File: src/rtl/obi_err_log_drain_pkg.sv
// Shared types and default register map for the OBI error-log drain.
package obi_err_log_drain_pkg;

  typedef enum logic [1:0] {
    ST_IDLE    = 2'd0,
    ST_RD_ADDR = 2'd1,
    ST_RD_CODE = 2'd2,
    ST_POP     = 2'd3
  } drain_state_e;

  localparam int unsigned DefRegDataWidth = 32;
  localparam int unsigned DefRegAddrWidth = 32;

  localparam logic [DefRegAddrWidth-1:0] DefErrAddrOffset = 32'h0;
  localparam logic [DefRegAddrWidth-1:0] DefErrCodeOffset = 32'h4;
  localparam logic [DefRegAddrWidth-1:0] DefPopOffset     = 32'h8;

  typedef struct packed {
    logic [DefRegAddrWidth-1:0]   addr;
    logic                         write;
    logic [DefRegDataWidth-1:0]   wdata;
    logic [DefRegDataWidth/8-1:0] wstrb;
    logic                         valid;
  } obi_reg_req_t;

  typedef struct packed {
    logic [DefRegDataWidth-1:0] rdata;
    logic                       error;
    logic                       ready;
  } obi_reg_rsp_t;

endpackage

File: src/rtl/obi_err_rec_fifo.sv
// Synchronous-reset first-word-fall-through FIFO for drained error records.
module obi_err_rec_fifo #(
  parameter int unsigned DataWidth = 33,
  parameter int unsigned Depth     = 4
) (
  input  logic                   clk_i,
  input  logic                   rst_i,
  input  logic                   push_i,
  input  logic [DataWidth-1:0]   data_i,
  input  logic                   pop_i,
  output logic [DataWidth-1:0]   data_o,
  output logic                   full_o,
  output logic                   empty_o,
  output logic [$clog2(Depth):0] usage_o
);

  localparam int unsigned PtrW = $clog2(Depth);

  logic [DataWidth-1:0] mem_q [Depth];
  logic [PtrW-1:0]      wr_ptr_q, wr_ptr_d, rd_ptr_q, rd_ptr_d;
  logic [PtrW:0]        cnt_q, cnt_d;
  logic                 push_ok, pop_ok;

  assign full_o  = (cnt_q == (PtrW+1)'(Depth));
  assign empty_o = (cnt_q == '0);
  assign usage_o = cnt_q;
  assign data_o  = mem_q[rd_ptr_q];
  assign push_ok = push_i && !full_o;
  assign pop_ok  = pop_i && !empty_o;

  // Depth is a power of two, so the pointers wrap on their own.
  always_comb begin
    wr_ptr_d = wr_ptr_q;
    rd_ptr_d = rd_ptr_q;
    cnt_d    = cnt_q;
    if (push_ok) wr_ptr_d = wr_ptr_q + 1'b1;
    if (pop_ok)  rd_ptr_d = rd_ptr_q + 1'b1;
    if (push_ok && !pop_ok)      cnt_d = cnt_q + 1'b1;
    else if (pop_ok && !push_ok) cnt_d = cnt_q - 1'b1;
  end

  always_ff @(posedge clk_i) begin
    if (rst_i) begin
      wr_ptr_q <= '0;
      rd_ptr_q <= '0;
      cnt_q    <= '0;
    end else begin
      wr_ptr_q <= wr_ptr_d;
      rd_ptr_q <= rd_ptr_d;
      cnt_q    <= cnt_d;
    end
  end

  always_ff @(posedge clk_i) begin
    if (push_ok) mem_q[wr_ptr_q] <= data_i;
  end

endmodule

File: src/rtl/obi_err_log_drain.sv
// Drains the oldest bus-error log entry on IRQ and streams {addr, err} records out.
//   state   | meaning
//   IDLE    | waiting for IRQ with room in the record FIFO
//   RD_ADDR | reading the oldest logged address
//   RD_CODE | reading the oldest error code (0 = log empty, spurious IRQ)
//   POP     | writing 1 to the pop register; record pushed on completion
module obi_err_log_drain
  import obi_err_log_drain_pkg::*;
#(
  parameter int unsigned AddrWidth     = 32,
  parameter int unsigned ErrBits       = 1,
  parameter int unsigned RegDataWidth  = DefRegDataWidth,
  parameter int unsigned RegAddrWidth  = DefRegAddrWidth,
  parameter logic [RegAddrWidth-1:0] ErrAddrOffset = RegAddrWidth'(DefErrAddrOffset),
  parameter logic [RegAddrWidth-1:0] ErrCodeOffset = RegAddrWidth'(DefErrCodeOffset),
  parameter logic [RegAddrWidth-1:0] PopOffset     = RegAddrWidth'(DefPopOffset),
  parameter int unsigned FifoDepth     = 4,
  parameter int unsigned TimeoutCycles = 255,
  parameter type reg_req_t = obi_reg_req_t,
  parameter type reg_rsp_t = obi_reg_rsp_t
) (
  input  logic                 clk_i,
  input  logic                 rst_i,
  input  logic                 err_irq_i,
  output reg_req_t             reg_req_o,
  input  reg_rsp_t             reg_rsp_i,
  output logic                 rec_valid_o,
  input  logic                 rec_ready_i,
  output logic [AddrWidth-1:0] rec_addr_o,
  output logic [ErrBits-1:0]   rec_err_o,
  input  logic                 clr_i,
  output logic                 timeout_o,
  output logic                 bus_err_o,
  output logic [15:0]          drained_o
);

  typedef struct packed {
    logic [AddrWidth-1:0] addr;
    logic [ErrBits-1:0]   err;
  } rec_t;

  localparam int unsigned TmoW = $clog2(TimeoutCycles + 1);
  localparam logic [TmoW-1:0] TmoLoad = TmoW'(TimeoutCycles - 1);

  drain_state_e         state_q, state_d;
  logic [TmoW-1:0]      tmo_cnt_q, tmo_cnt_d;
  logic [AddrWidth-1:0] addr_q, addr_d;
  logic [ErrBits-1:0]   code_q, code_d;
  logic                 timeout_q, timeout_d;
  logic                 bus_err_q, bus_err_d;
  logic [15:0]          drained_q, drained_d;
  logic                 push;
  logic                 fifo_full, fifo_empty;
  logic [$clog2(FifoDepth):0] unused_usage;
  rec_t                 rec_in, rec_out;

  always_comb begin
    state_d   = state_q;
    tmo_cnt_d = tmo_cnt_q;
    addr_d    = addr_q;
    code_d    = code_q;
    timeout_d = timeout_q;
    bus_err_d = bus_err_q;
    drained_d = drained_q;
    push      = 1'b0;
    if (state_q == ST_IDLE) begin
      if (err_irq_i && !fifo_full) begin
        state_d   = ST_RD_ADDR;
        tmo_cnt_d = TmoLoad;
      end
    end else if (reg_rsp_i.ready) begin
      tmo_cnt_d = TmoLoad;
      if (reg_rsp_i.error) begin
        bus_err_d = 1'b1;
        state_d   = ST_IDLE;
      end else begin
        case (state_q)
          ST_RD_ADDR: begin
            addr_d  = reg_rsp_i.rdata[AddrWidth-1:0];
            state_d = ST_RD_CODE;
          end
          ST_RD_CODE: begin
            code_d  = reg_rsp_i.rdata[ErrBits-1:0];
            state_d = (reg_rsp_i.rdata[ErrBits-1:0] == '0) ? ST_IDLE : ST_POP;
          end
          ST_POP: begin
            push    = 1'b1;
            state_d = ST_IDLE;
            if (drained_q != 16'hFFFF) drained_d = drained_q + 16'd1;
          end
          default: ;
        endcase
      end
    end else if (tmo_cnt_q == '0) begin
      timeout_d = 1'b1;
      state_d   = ST_IDLE;
    end else begin
      tmo_cnt_d = tmo_cnt_q - 1'b1;
    end
    // Clear beats any same-cycle flag set or count increment.
    if (clr_i) begin
      timeout_d = 1'b0;
      bus_err_d = 1'b0;
      drained_d = 16'd0;
    end
  end

  always_ff @(posedge clk_i) begin
    if (rst_i) begin
      state_q   <= ST_IDLE;
      tmo_cnt_q <= '0;
      addr_q    <= '0;
      code_q    <= '0;
      timeout_q <= 1'b0;
      bus_err_q <= 1'b0;
      drained_q <= 16'd0;
    end else begin
      state_q   <= state_d;
      tmo_cnt_q <= tmo_cnt_d;
      addr_q    <= addr_d;
      code_q    <= code_d;
      timeout_q <= timeout_d;
      bus_err_q <= bus_err_d;
      drained_q <= drained_d;
    end
  end

  always_comb begin
    reg_req_o = '0;
    case (state_q)
      ST_RD_ADDR: begin
        reg_req_o.valid = 1'b1;
        reg_req_o.addr  = ErrAddrOffset;
      end
      ST_RD_CODE: begin
        reg_req_o.valid = 1'b1;
        reg_req_o.addr  = ErrCodeOffset;
      end
      ST_POP: begin
        reg_req_o.valid = 1'b1;
        reg_req_o.addr  = PopOffset;
        reg_req_o.write = 1'b1;
        reg_req_o.wdata = {{(RegDataWidth-1){1'b0}}, 1'b1};
        reg_req_o.wstrb = '1;
      end
      default: ;
    endcase
  end

  assign rec_in = '{addr: addr_q, err: code_q};

  obi_err_rec_fifo #(
    .DataWidth ($bits(rec_t)),
    .Depth     (FifoDepth)
  ) u_rec_fifo (
    .clk_i   (clk_i),
    .rst_i   (rst_i),
    .push_i  (push),
    .data_i  (rec_in),
    .pop_i   (rec_ready_i),
    .data_o  (rec_out),
    .full_o  (fifo_full),
    .empty_o (fifo_empty),
    .usage_o (unused_usage)
  );

  assign rec_valid_o = !fifo_empty;
  assign rec_addr_o  = rec_out.addr;
  assign rec_err_o   = rec_out.err;
  assign timeout_o   = timeout_q;
  assign bus_err_o   = bus_err_q;
  assign drained_o   = drained_q;

endmodule

File: config.mk
export PLATFORM = sky130hd
export DESIGN_NAME = obi_err_log_drain
export DESIGN_NICKNAME = d
export VERILOG_FILES = /design/src/rtl/obi_err_log_drain_pkg.sv /design/src/rtl/obi_err_rec_fifo.sv /design/src/rtl/obi_err_log_drain.sv
export SDC_FILE = /design/constraint.sdc
export NUM_CORES = 1
export LEC_CHECK = 0
export ABC_AREA = 1
export CORE_MARGIN = 10
export CORE_UTILIZATION = 56
export DETAILED_ROUTE_END_ITERATION = 8
export GPL_ROUTABILITY_DRIVEN = 0
export GPL_TIMING_DRIVEN = 0
export HOLD_SLACK_MARGIN = 0.08
export PLACE_DENSITY_LB_ADDON = 0.08
export RECOVER_POWER = 100
export SETUP_SLACK_MARGIN = 0.05
export SLEW_MARGIN = 10
export SYNTH_ARGS = -nofsm -noshare
export SYNTH_HDL_FRONTEND = slang
export SYNTH_SLANG_ARGS = --single-unit
File: constraint.sdc
create_clock -name clk_i -period 8.38 [get_ports clk_i]
set_clock_uncertainty 0.05 [all_clocks]
set_input_delay 0.838 -clock clk_i [delete_from_list [all_inputs] [get_ports clk_i]]
set_output_delay 0.838 -clock clk_i [all_outputs]
set_load 0.01 [all_outputs]
# Word level (Yosys, flattened, before mapping)
# Memory sizes are Yosys's and may differ from the RTL's. A register that Yosys moved wholly into a read port is not among the register bits.
# Cells that the tools add are included.
# Widths: inputs -> output; s select.
dict set report word_totals {
  elab_cells 75
  ram_bits 132
  input_bits 39
  regBits 68
  memories 1
}
# name words width read_ports rd_ports_with_merged_regs write_ports line_no
set memory_table {}
lappend memory_table {u_rec_fifo.mem_q 4 33 1 1 1 obi_err_rec_fifo.sv:19} ;# logic [DataWidth-1:0] mem_q [Depth];
dict set report classes {
  n_bitwise 3
  addsub 6
  mux 24
  n_eq_ne 8
  n_reduce_logical 23
}
# cell count
set op_table {}
lappend op_table {{$mux 37} 1}
lappend op_table {{$mux 8} 4}
lappend op_table {{$add 16x1->16 const B} 1}
lappend op_table {{$mux 2} 8}
lappend op_table {{$ne 16x16->1 const B} 1}
lappend op_table {{$reduce_and 3->1} 3}
lappend op_table {{$logic_not 8->1} 1}
lappend op_table {{$pmux 4 s2} 1}
lappend op_table {{$reduce_and 4->1} 2}
lappend op_table {{$sub 8x1->8 const B} 1}
lappend op_table {{$mux 1} 7}
lappend op_table {{$mux 3} 2}
lappend op_table {{$ne 6x1->1 const B} 1}
lappend op_table {{$pmux 2 s3} 1}
lappend op_table {{$logic_and 1x1->1} 5}
lappend op_table {{$reduce_and 5->1} 1}
lappend op_table {{$add 2x1->2 const B} 2}
lappend op_table {{$eq 2x2->1 const B} 2}
lappend op_table {{$logic_not 1->1} 4}
lappend op_table {{$add 3x1->3 const B} 1}
lappend op_table {{$eq 3x3->1 const B} 1}
lappend op_table {{$logic_not 3->1} 1}
lappend op_table {{$ne 3x3->1 const B} 1}
lappend op_table {{$not 1->1} 3}
lappend op_table {{9 further kinds} 9}

# Logic depth before layout (Yosys ltp)
# Gate-level depths: netlist of run 1.
dict set report depth {
  depth_word 10
  depth_mapped 14
  mapped_depth_nobuf 14
}

# Modules after synthesis
# From an unflattened synthesis of run 1, not the netlist that was laid out.
dict set report unflattened {
  cells_unflattened 865
  area_unflattened_um2 8718.4
}
# mod area_per_inst_um2 instances seq_area_each_um2 cells_per_inst
set modules_own_cells {}
lappend modules_own_cells {obi_err_rec_fifo 5408.9 1 4144.0 389}
lappend modules_own_cells {obi_err_log_drain 3309.4 1 1221.2 476}

# Worst setup path after synthesis of run 1
# Ideal clock, no wire load.
dict set report synth_timing {
  path_kind {input to register}
  start {input port reg_rsp_i[1] (netlist bit)}
  end {memory u_rec_fifo.mem_q[0][0], enable pin}
  arrival_ns 2.702
  n_path_buf 0
  path_slack_ns 5.204
  stages 5
  path_cell_list {inv_1 -> nand3_4 -> nor2_4 -> nand2_1 -> nor2_1}
}
dict set report synth_via {
  elab_chain_len 6
}
# item line_no
set synth_rtl {}
lappend synth_rtl {{start: declaration} obi_err_log_drain.sv:26} ;# input reg_rsp_t reg_rsp_i,
lappend synth_rtl {{$mux 1} obi_err_log_drain.sv:73} ;# if (reg_rsp_i.error) begin
lappend synth_rtl {{$mux 1} obi_err_log_drain.sv:71} ;# end else if (reg_rsp_i.ready) begin
lappend synth_rtl {{$mux 1} obi_err_log_drain.sv:66} ;# if (state_q == ST_IDLE) begin
lappend synth_rtl {{$logic_and 1x1->1} obi_err_rec_fifo.sv:28} ;# assign push_ok = push_i && !full_o;
lappend synth_rtl {{$mux 1} obi_err_rec_fifo.sv:55} ;# if (push_ok) mem_q[wr_ptr_q] <= data_i;
lappend synth_rtl {{$mux 1 (implied by the code)} obi_err_rec_fifo.sv:55}
lappend synth_rtl {{end: declaration} obi_err_rec_fifo.sv:19}
# Every way passes these cells.

# Worst setup path after layout of run 1
dict set report layout_timing {
  start {input port reg_rsp_i[0] (netlist bit)}
  end {memory u_rec_fifo.mem_q[3][22], enable pin}
}
dict set report layout_via {
  elab_chain_len 5
}
# item line_no
set layout_rtl {}
lappend layout_rtl {{$mux 1} obi_err_log_drain.sv:71}
lappend layout_rtl {{$mux 1} obi_err_log_drain.sv:66}
lappend layout_rtl {{$logic_and 1x1->1} obi_err_rec_fifo.sv:28}
lappend layout_rtl {{$mux 1} obi_err_rec_fifo.sv:55}
lappend layout_rtl {{$mux 1 (implied by the code)} obi_err_rec_fifo.sv:55}
# Every way passes these cells.

==> results of run 1 <==
-- where the power goes --
part | leakage (nW) | total [mW] | internal, mW | switching, mW
logic | 2.12 | 0.576 | 0.235 | 0.341
clock network | 0.329 | 0.919 | 0.572 | 0.348
registers | 1.91 | 1.12 | 1.09 | 0.0313
-- Yosys cell counts --
library cell	n	share of area [%]
nand4_1	8	0.58
nand3_4	1	0.20
nor3b_1	1	0.087
conb_1	1	0.043
inv_1	43	1.9
buf_4	66	5.7
buf_6	1	0.13
nor2_2	2	0.14
nor2_4	1	0.13
xor2_1	3	0.30
o31ai_1	1	0.087
buf_2	7	0.40
edfxtp_1	132	46
o22ai_1	33	2.4
a21oi_1	24	1.4
o21ai_2	1	0.10
xnor2_1	3	0.30
ha_1	14	2.0
buf_12	1	0.23
inv_4	1	0.072
clkinv_1	1	0.043
or2_2	1	0.072
and2_1	1	0.072
nor3_1	1	0.058
nand2_1	79	3.4
nor2_1	167	7.2
fa_1	1	0.23
a21oi_2	9	0.91
buf_1	2	0.087
nand3_2	2	0.23
inv_2	3	0.13
o21ai_0	116	6.7
nand2_2	8	0.58
clkbuf_1	23	1.0
dfxtp_1	70	16
nand2_4	1	0.13
nand3_1	16	0.92
a31oi_1	1	0.072
-- final timing paths --
check	startpoint	endpoint	slack (ns)	depth (start not counted)
hold / removal	timeout_o	timeout_o	0.40	2
setup / recovery	reg_rsp_i[0]	u_rec_fifo.mem_q[3][22]	4.15	6
setup reg to reg	state_q[0]	u_rec_fifo.mem_q[3][22]	4.16	8
hold reg to reg	timeout_o	timeout_o	0.40	2
-- placed cells by master, fill, tap and decap left out --
cell type,count
a21oi_1,31
a21oi_2,2
a31oi_1,1
and2_1,1
buf_1,1
buf_2,4
buf_4,66
bufinv_16,3
clkbuf_1,41
clkbuf_16,21
clkbuf_8,2
clkdlybuf4s50_1,36
clkinv_1,1
clkinv_2,1
clkinvlp_2,1
clkinvlp_4,1
conb_1,61
dfxtp_1,70
dlygate4sd3_1,62
edfxtp_1,132
fa_1,1
ha_1,14
inv_1,45
inv_2,1
nand2_1,81
nand2_2,7
nand3_1,17
nand3_2,2
nand4_1,8
nor2_1,168
nor2_2,2
nor3_1,1
nor3b_1,1
o21ai_0,117
o22ai_1,33
o31ai_1,1
or2_2,1
xnor2_1,3
xor2_1,3
-- flip-flops by register name, indices dropped and copies added (netlist names), 2 cells and up, named ones only --
| signal | count |
|---|---|
| addr_q | 32 |
| drained_o | 16 |
| state_q | 2 |
| tmo_cnt_q | 8 |
| u_rec_fifo.mem_q | 132 |
| u_rec_fifo.rd_ptr_q | 2 |
| u_rec_fifo.usage_o | 3 |
| u_rec_fifo.wr_ptr_q | 2 |
-- cells by family after synthesis --
family          synth area share (%)
compound gates                 11.64
xor+xnor                      0.6066
fa+ha+maj                      2.253
buf+inv                        9.675
flops                          61.92
other cells                  0.04328
simple gates                   13.86
-- layer usage --
layer | track usage, % | part of all wire, % | wire length [µm] | vias to the layer above
met4 | 4.043 | 1.2 | 224 | 0
li1 | - | - | - | 3130
met2 | 31.84 | 50 | 9714 | 194
met5 | 0 | 0 | 0 | -
met3 | 5.280 | 8.4 | 1644 | 21
met1 | 21.68 | 41 | 7894 | 2832
-- tightest hold or removal path, delay by kind of cell, from the launching register on --
family,cells,cell delay (ns)
DFF,1,0.31
buffers and inverters,1,0.05
AOI/OAI and AO/OA,1,0.05
-- through the flow --
stage	worst slack, ns	hold slack, ns	util [%]
2_1_floorplan	5.204	0.3753	-
3_3_place_gp	3.375	0.3958	66.48
3_5_place_dp	4.953	0.3966	67.30
4_1_cts	4.880	0.4081	71.81
5_1_grt	3.722	0.4268	70.50
6_report	4.148	0.4039	70.50
-- cell type report --
cell class | instances | area (µm²)
clock inverter | 5 | 102.6
inverter | 48 | 181.4
timing repair buffer | 102 | 996.0
tap | 188 | 235.2
multi-input combinational | 556 | 2626
sequential | 202 | 5365
fill | 1157 | 4484
clock buffer | 31 | 583.1
buffer | 100 | 628.1
==> results.ini, run 1 <==
[clocking]
cts_setup_buffers=0
clock_path_buffers=3
cts_sinks=202
cts_max_level=1
holdBufCountCts=0
cts-resized-gates=0
tritoncts=built
clockRootBuffer=clkbuf_16
clock_latency_ns=0.47
path_clk_slew_ns=0.06
cts_buffers=20

[route]
remaining_drc_errors=0
wire_per_inst_um=15.81
via_per_inst=5.014
num_vias=6177
first_iter_violations=344
ant_nets=0
dr.pass1.iters=4
wl_um=19480

[die]
core.rowCount=45
io_pins=161
die_h_um=144.4
initial_core_util_pct=57.00
die-area_mm2=0.02085
core_mm2=0.01520
die_x_um=144.4

[synthesis]
seq_area_frac_synth_pct=61.92
syn_inst=846
netlist_area_mm2=0.008665
yosysUniqueCellTypes=38
synth-seq-cells=202
yosys_warnings=0
avgSynthCellArea_um2=10.24

[critical_path]
slowest_stage=clkbuf_1
cp_common_cell=nor2_1
worstPathRequired_ns=8.40
path_cells=dlygate4sd3_1 > nand3_1 > nor2_1 > nand2_1 > nor2_1 > clkbuf_1
max_stage_delay_ns=1.19
critPathBufInv=2
arrival_ns=4.26
end_kind=flop
critPathKind=input port to flop
crit_family=buffers and inverters
critPathMaxFanout=23
cp-start-kind=input port

[global_route]
grt_pass1_vias=6057
grt_start_max_net_pins=27
antenna_found_initial=0
grt_pass1_wl_um=30400
gr-total-overflow=0
grtUsageTotal_pct=18.21

[timing]
tns_ns=0
finalCritPeriodShare_pct=50.50
fmax_mhz=236.3
finalSetupViolCount=0
hold_violations=0
tightest_slew_ns=1.673
min_period_ns=4.232
rsz0062_at_grt=no
slew_headroom_pct=-11.57
slew_viol_final=51

[pwr]
powerDensity_mw_per_mm2=244.3
ir_worst_vdd_mv=0.1259
design_power_total_mw=2.618
p_leak_nw=4.354

[job]
maxCapViolations=2

[placement]
dp_hpwl_um=13230
dp.cells=1196
portBuffers=98
place_area_mm2=0.01023

[final_layout]
finalNonFillerCells=1232
nets=1084
antenna_cells=0
drive_above_1_share_pct=10.92
final_area_mm2=0.01072
area_growth_pct=23.70

[outcome]
violations=capacitance limit, slew limit
status=complete, but fails checks

[min_path]
hp-class=flop to flop

No activity file was read; power rests on OpenSTA's default activity.
==> run 2: changes to the inputs <==
Settings changed: CORE_UTILIZATION 56 to 47.
Clock period 8.38 ns to 3.6 ns, I/O delays scaled along.
==> run 2 against run 1 <==
The run now ends clean. Cell area up 1.7%. Sequential cell count is the same. Clock power rose by 140%. Final cell count grew 3.5%. Via count is 1.2% higher. Sequential power grew 130%. Non-clock buffer count stayed put. Critical path depth is 1 lower. Largest cell class unchanged.
==> results.ini, run 2 (synthesis results as in run 1) <==
[die]
initial_core_util_pct=48.07  ; -8.9 points
core_mm2=0.01802  ; +19%
core.rowCount=49  ; +8.9%
die-area_mm2=0.02427  ; +16%
die_h_um=155.8  ; +7.9%
die_x_um=155.8  ; +7.9%
io_pins=161  ; unchanged

[timing]
fmax_mhz=308.3
tightest_slew_ns=1.107  ; -0.5668 ns
min_period_ns=3.244
holdWs_ns=0.1419  ; -0.2620 ns
finalSetupViolCount=0  ; unchanged
finalCritPeriodShare_pct=90.11
rsz0062_at_grt=no
slew_headroom_pct=26.14  ; +38 points
slew_viol_final=0  ; -100%
hold_violations=0  ; unchanged

[route]
m1WireLength_um=8513  ; +7.8%
ant_nets=0  ; unchanged
wl_met2_um=10260  ; +5.6%
first_iter_violations=322  ; -6.4%
via_per_inst=4.904  ; -2.2%
num_vias=6253  ; +1.2%
remaining_drc_errors=0  ; unchanged
top_layer_used=met4
dr.pass1.iters=5  ; +1
dr_wl_met3_um=1691  ; +2.9%
wl_um=20730  ; +6.4%
wire_per_inst_um=16.26  ; +2.8%

[critical_path]
critPathKind=flop to output port
cp-start-kind=flop
arrival_ns=2.83  ; -1.43 ns
worstPathRequired_ns=3.19  ; -5.21 ns
end_kind=output port
r2r_slack_ns=0.48  ; -3.68 ns
worstRegToRegCells=8  ; unchanged
critPathMaxFanout=10  ; -57%

[placement]
place_area_mm2=0.01029  ; +0.57%
portBuffers=98  ; unchanged
dp_hpwl_um=14010  ; +5.9%

[final_layout]
drive_above_1_share_pct=12.54  ; +1.6 points
multi_input_area_mm2=0.002651  ; +0.95%
n_fill_cell=1541  ; +33%
area_growth_pct=25.81
layout_common_cells=163 x nor2_1, 132 x edfxtp_1, 117 x o21ai_0
final_common_cell=nor2_1
nets=1085  ; +0.092%
register_area_mm2=0.005365  ; unchanged
regMostFlops=u_rec_fifo.mem_q
final_area_mm2=0.01090  ; +1.7%
largest_reg_flops=132  ; unchanged

[clocking]
cts-resized-gates=0  ; unchanged
cts_max_level=1  ; unchanged
path_clk_slew_ns=0.06  ; about the same
cts_setup_buffers=0  ; unchanged
cts_sinks=202  ; unchanged
clock_latency_ns=0.48  ; about the same
clockRootBuffer=clkbuf_16
holdBufCountCts=0  ; unchanged
tritoncts=built
clock_path_buffers=3  ; unchanged
cts_buffers=21  ; +5.0%

[job]
maxCapViolations=0  ; -2

[min_path]
worstHoldPathCells=2  ; unchanged
hp-class=input port to flop

[pwr]
powerDensity_mw_per_mm2=562.3  ; +130%
design_power_total_mw=6.129  ; +130%
ir_worst_vdd_mv=0.3555  ; +180%
p_leak_nw=4.409  ; +1.2%

[global_route]
gr-total-overflow=0  ; unchanged
grt_pass1_wl_um=32330  ; +6.4%
antenna_found_initial=1  ; +1
grtUsageTotal_pct=16.40  ; -1.8 points
grt_pass1_vias=6228  ; +2.8%
grt_start_max_net_pins=22  ; -19%

[outcome]
status=completed

run 2: changes by cell type in the layout (fill, tap and decap cells not counted), moves of 3 or more:
cell      delta
clkbuf_1    -10
nor2_1       -5
nor2_2       +4
buf_16       +3
clkbuf_8     +3
run 2: path summary, 6_finish.rpt:
path,start,end
max,flop,rec_addr_o[28]
min,rst_i,tmo_cnt_q[3]
max reg2reg,state_q[0],u_rec_fifo.mem_q[3][14]
min reg2reg,timeout_o,timeout_o
run 2: layout make-up:
class,instances,share of cell area [%]
well taps,229,2.629
plain buffers,100,5.774
clock inverters,7,0.8379
multi-input cells,556,24.32
inverters,48,1.664
diodes,1,0.02296
flip-flops and latches,202,49.22
repair buffers,102,9.940
clock buffers,30,5.590
run 2: metrics by stage:
stage,cells,setup slack (ns),utilization [%],setup TNS [ns]
final,1275,0.3560,60.47,0
after global routing,1274,0.1801,60.46,0
after CTS,1274,0.5633,60.97,0
after detailed placement,1237,0.6218,57.09,0
after global placement,1233,-1.048,56.35,-123.52
after floorplan,906,0.5097,-,0
run 2: worst max-delay path, cell delays in order, from the launching register on:
cell	delay [ns]
dfxtp_1	0.39
clkbuf_1	0.41
clkbuf_1	0.47
o21ai_0	0.17
o22ai_1	0.26
dlygate4sd3_1	0.65
run 2: where the power goes:
| part | switching (mW) | internal (mW) |
|---|---|---|
| clock network | 0.835 | 1.32 |
| logic | 0.810 | 0.549 |
| registers | 0.0741 | 2.54 |
run 2: layer usage:
layer | global-route usage, % | up-vias
li1 | - | 3133
met1 | 19.74 | 2930
met2 | 28.08 | 166
met3 | 5.183 | 24
met4 | 3.743 | 0
met5 | 0 | -
==> run 3: changes to the inputs <==
Settings changed: ABC_AREA 1 to unset, CORE_UTILIZATION 47 to 52.
Clock period 3.6 ns to 3.35 ns, I/O delays scaled along.
==> run 3 against run 2 <==
Wire length fell by 13%. Area after synthesis fell by 3.5%. Worst setup slack got worse by 0.11 ns. Via count fell by 16%. Highest routed layer unchanged.
==> results.ini, run 3 <==
[outcome]
status=completed

[placement]
place_ws_ns=0.3165  ; -0.3053 ns
dp_hpwl_um=12480  ; -11%
portBuffers=99  ; +1.0%
place_area_mm2=0.009935  ; -3.5%

[die]
die_h_um=146.8  ; -5.8%
core.rowCount=46  ; -6.1%
io_pins=161  ; unchanged
die_x_um=146.8  ; -5.8%
initial_core_util_pct=52.84  ; +4.8 points
core_mm2=0.01583  ; -12%
die-area_mm2=0.02155  ; -11%

[final_layout]
largest_reg_flops=132  ; unchanged
nets=861  ; -21%
final_common_cell=edfxtp_1
regMostFlops=u_rec_fifo.mem_q
area_growth_pct=26.11
drive_above_1_share_pct=16.81  ; +4.3 points
antenna_cells=0  ; -1
fin_util_pct=66.63  ; +6.2 points
final_area_mm2=0.01055  ; -3.2%
layout_common_cells=132 x edfxtp_1, 82 x nand2_1, 70 x dfxtp_1

[clocking]
clock_path_buffers=3  ; unchanged
cts-resized-gates=0  ; unchanged
path_clk_slew_ns=0.06  ; about the same
cts_setup_buffers=0  ; unchanged
tritoncts=built
holdBufCountCts=0  ; unchanged
cts_buffers=21  ; unchanged
clock_latency_ns=0.48  ; about the same
cts_sinks=202  ; unchanged
clockRootBuffer=clkbuf_16
cts_max_level=1  ; unchanged

[route]
wl_um=18140  ; -13%
remaining_drc_errors=0  ; unchanged
via_per_inst=5.041  ; +2.8%
dr.pass1.iters=4  ; -1
num_vias=5228  ; -16%
first_iter_violations=280  ; -13%
wire_per_inst_um=17.49  ; +7.6%
ant_nets=0  ; unchanged

[timing]
fmax_mhz=322.6
finalCritPeriodShare_pct=92.54
slew_viol_final=0  ; unchanged
tightest_slew_ns=1.146  ; +0.03921 ns
rsz0062_at_grt=no
min_period_ns=3.100
finalSetupViolCount=0  ; unchanged
fin_ws_ns=0.2501  ; -0.1059 ns
hold_violations=0  ; unchanged
slew_headroom_pct=22.90  ; -3.2 points
tns_ns=0  ; unchanged

[critical_path]
path_cells=clkbuf_1 > clkbuf_2 > mux4_2 > dlygate4sd3_1
arrival_ns=2.71  ; -0.12 ns
worstRegToRegCells=11  ; +3
r2r_slack_ns=0.32  ; -0.16 ns
crit_end=rec_addr_o[13]
end_kind=output port
worstPathRequired_ns=2.96  ; -0.23 ns
cp-start-kind=flop
critPathKind=flop to output port
critPathMaxFanout=10  ; unchanged
max_stage_delay_ns=0.63  ; -0.02 ns
worstReg2RegStart=state_q[0]
critPathBufInv=3  ; unchanged
slowest_stage=dlygate4sd3_1
cp.depth=4  ; -1
crit_family=buffers and inverters
timing.rr.end=u_rec_fifo.usage_o[2]

[synthesis]
synthAdderAreaFrac_pct=2.334  ; +0.081 points
synth_common_cells=132 x edfxtp_1, 82 x nand2_1, 70 x dfxtp_1
synth_top_family_by_area=multiplexers
synth_compound_area_share_pct=6.239  ; -5.4 points
synthSimpleGateAreaFrac_pct=9.440  ; -4.4 points
yosys_warnings=0  ; unchanged
yosysUniqueCellTypes=42  ; +11%
synth_edf_count=132  ; unchanged
avgSynthCellArea_um2=13.47  ; +31%
yosysTopAreaCell=edfxtp_1
netlist.area_leader.share_pct=47.40  ; +1.6 points
yosysMostFrequentCell=edfxtp_1
synth-seq-cells=202  ; unchanged
synthFlopType=edfxtp_1
synthArstFlopShare_pct=0  ; unchanged
synth_xor_area_share_pct=0.5236  ; -0.083 points
netlist_area_mm2=0.008363  ; -3.5%
muxShareOfSynthArea_pct=9.485  ; +9.5 points
syn_inst=621  ; -27%
synth_area_leaders=edfxtp_1 47%, dfxtp_1 17%, mux4_2 8.9%
seq_area_frac_synth_pct=64.15  ; +2.2 points

[pwr]
powerDensity_mw_per_mm2=548.6  ; -2.4%
p_leak_nw=3.556  ; -19%
ir_worst_vdd_mv=0.3504  ; -1.4%

[min_path]
hp-class=input port to flop
hold_start=reg_rsp_i[31]

[global_route]
grt_start_max_net_pins=23  ; +4.5%
antenna_found_initial=0  ; -1
gr-total-overflow=0  ; unchanged
grt_pass1_wl_um=28880  ; -11%
grtUsageTotal_pct=16.46  ; +0.059 points
grt_pass1_vias=5527  ; -11%

[job]
maxCapViolations=0  ; unchanged

[run 3: how the worst min path moves through the flow]
stage | depth (start not counted) | to
2_1_floorplan | 2 | tmo_cnt_q[0]
3_3_place_gp | 2 | bus_err_o
3_5_place_dp | 2 | timeout_o
4_1_cts | 3 | addr_q[10]
5_1_grt | 3 | addr_q[8]
6_report | 3 | addr_q[29]
[run 3: power breakdown]
part	total, mW	switching, mW	internal, mW
Sequential	2.78	0.0722	2.71
Combinational	0.846	0.441	0.405
Clock	2.16	0.874	1.28
Total	5.79	1.39	4.40
[run 3: worst min-delay path, cell delays in order]
cell and delay (ns):
clkdlybuf4s50_1 0.40, nand2_1 0.05, a21oi_1 0.05
[run 3: per-layer routing]
metal  share of wire [%]  global-route usage [%]  routed length [µm]  vias up
met3                 6.6                   4.023                1194       23
met2                  52                   29.60                9485      151
li1                    -                       -                   -     2539
met4                 1.4                   3.954                 256        0
met1                  40                   19.32                7200     2515
met5                   0                       0                   0        -
[run 3: cell families (layout without fill, tap and decap cells)]
kind of cell / Yosys count / in the layout
other: 1 / 61
flip-flops: 202 / 202
multiplexers: 38 / 38
XOR/XNOR: 5 / 5
adder cells (fa/ha/maj): 15 / 15
AO/OA/AOI/OAI: 92 / 92
AND/OR/NAND/NOR: 162 / 162
buffers and inverters: 106 / 246
[run 3: through the flow]
stage                     instances  hold slack [ns]  total power [mW]
after global routing           1037           0.3463             6.013
after detailed placement       1000           0.4165             3.694
after global placement          996           0.4110             3.665
final                          1037           0.3515             5.786
after floorplan                 681           0.4081             3.379
after CTS                      1037           0.3432             5.841
[run 3: layout make-up]
cell class / instances / area, µm²
flip-flops and latches: 202 / 5365
fillers: 1208 / 5281
multi-input cells: 373 / 2570
repair buffers: 103 / 1059
plain buffers: 93 / 600.6
clock buffers: 34 / 594.3
well taps: 216 / 270.3
inverters: 13 / 48.80
clock inverters: 3 / 38.79
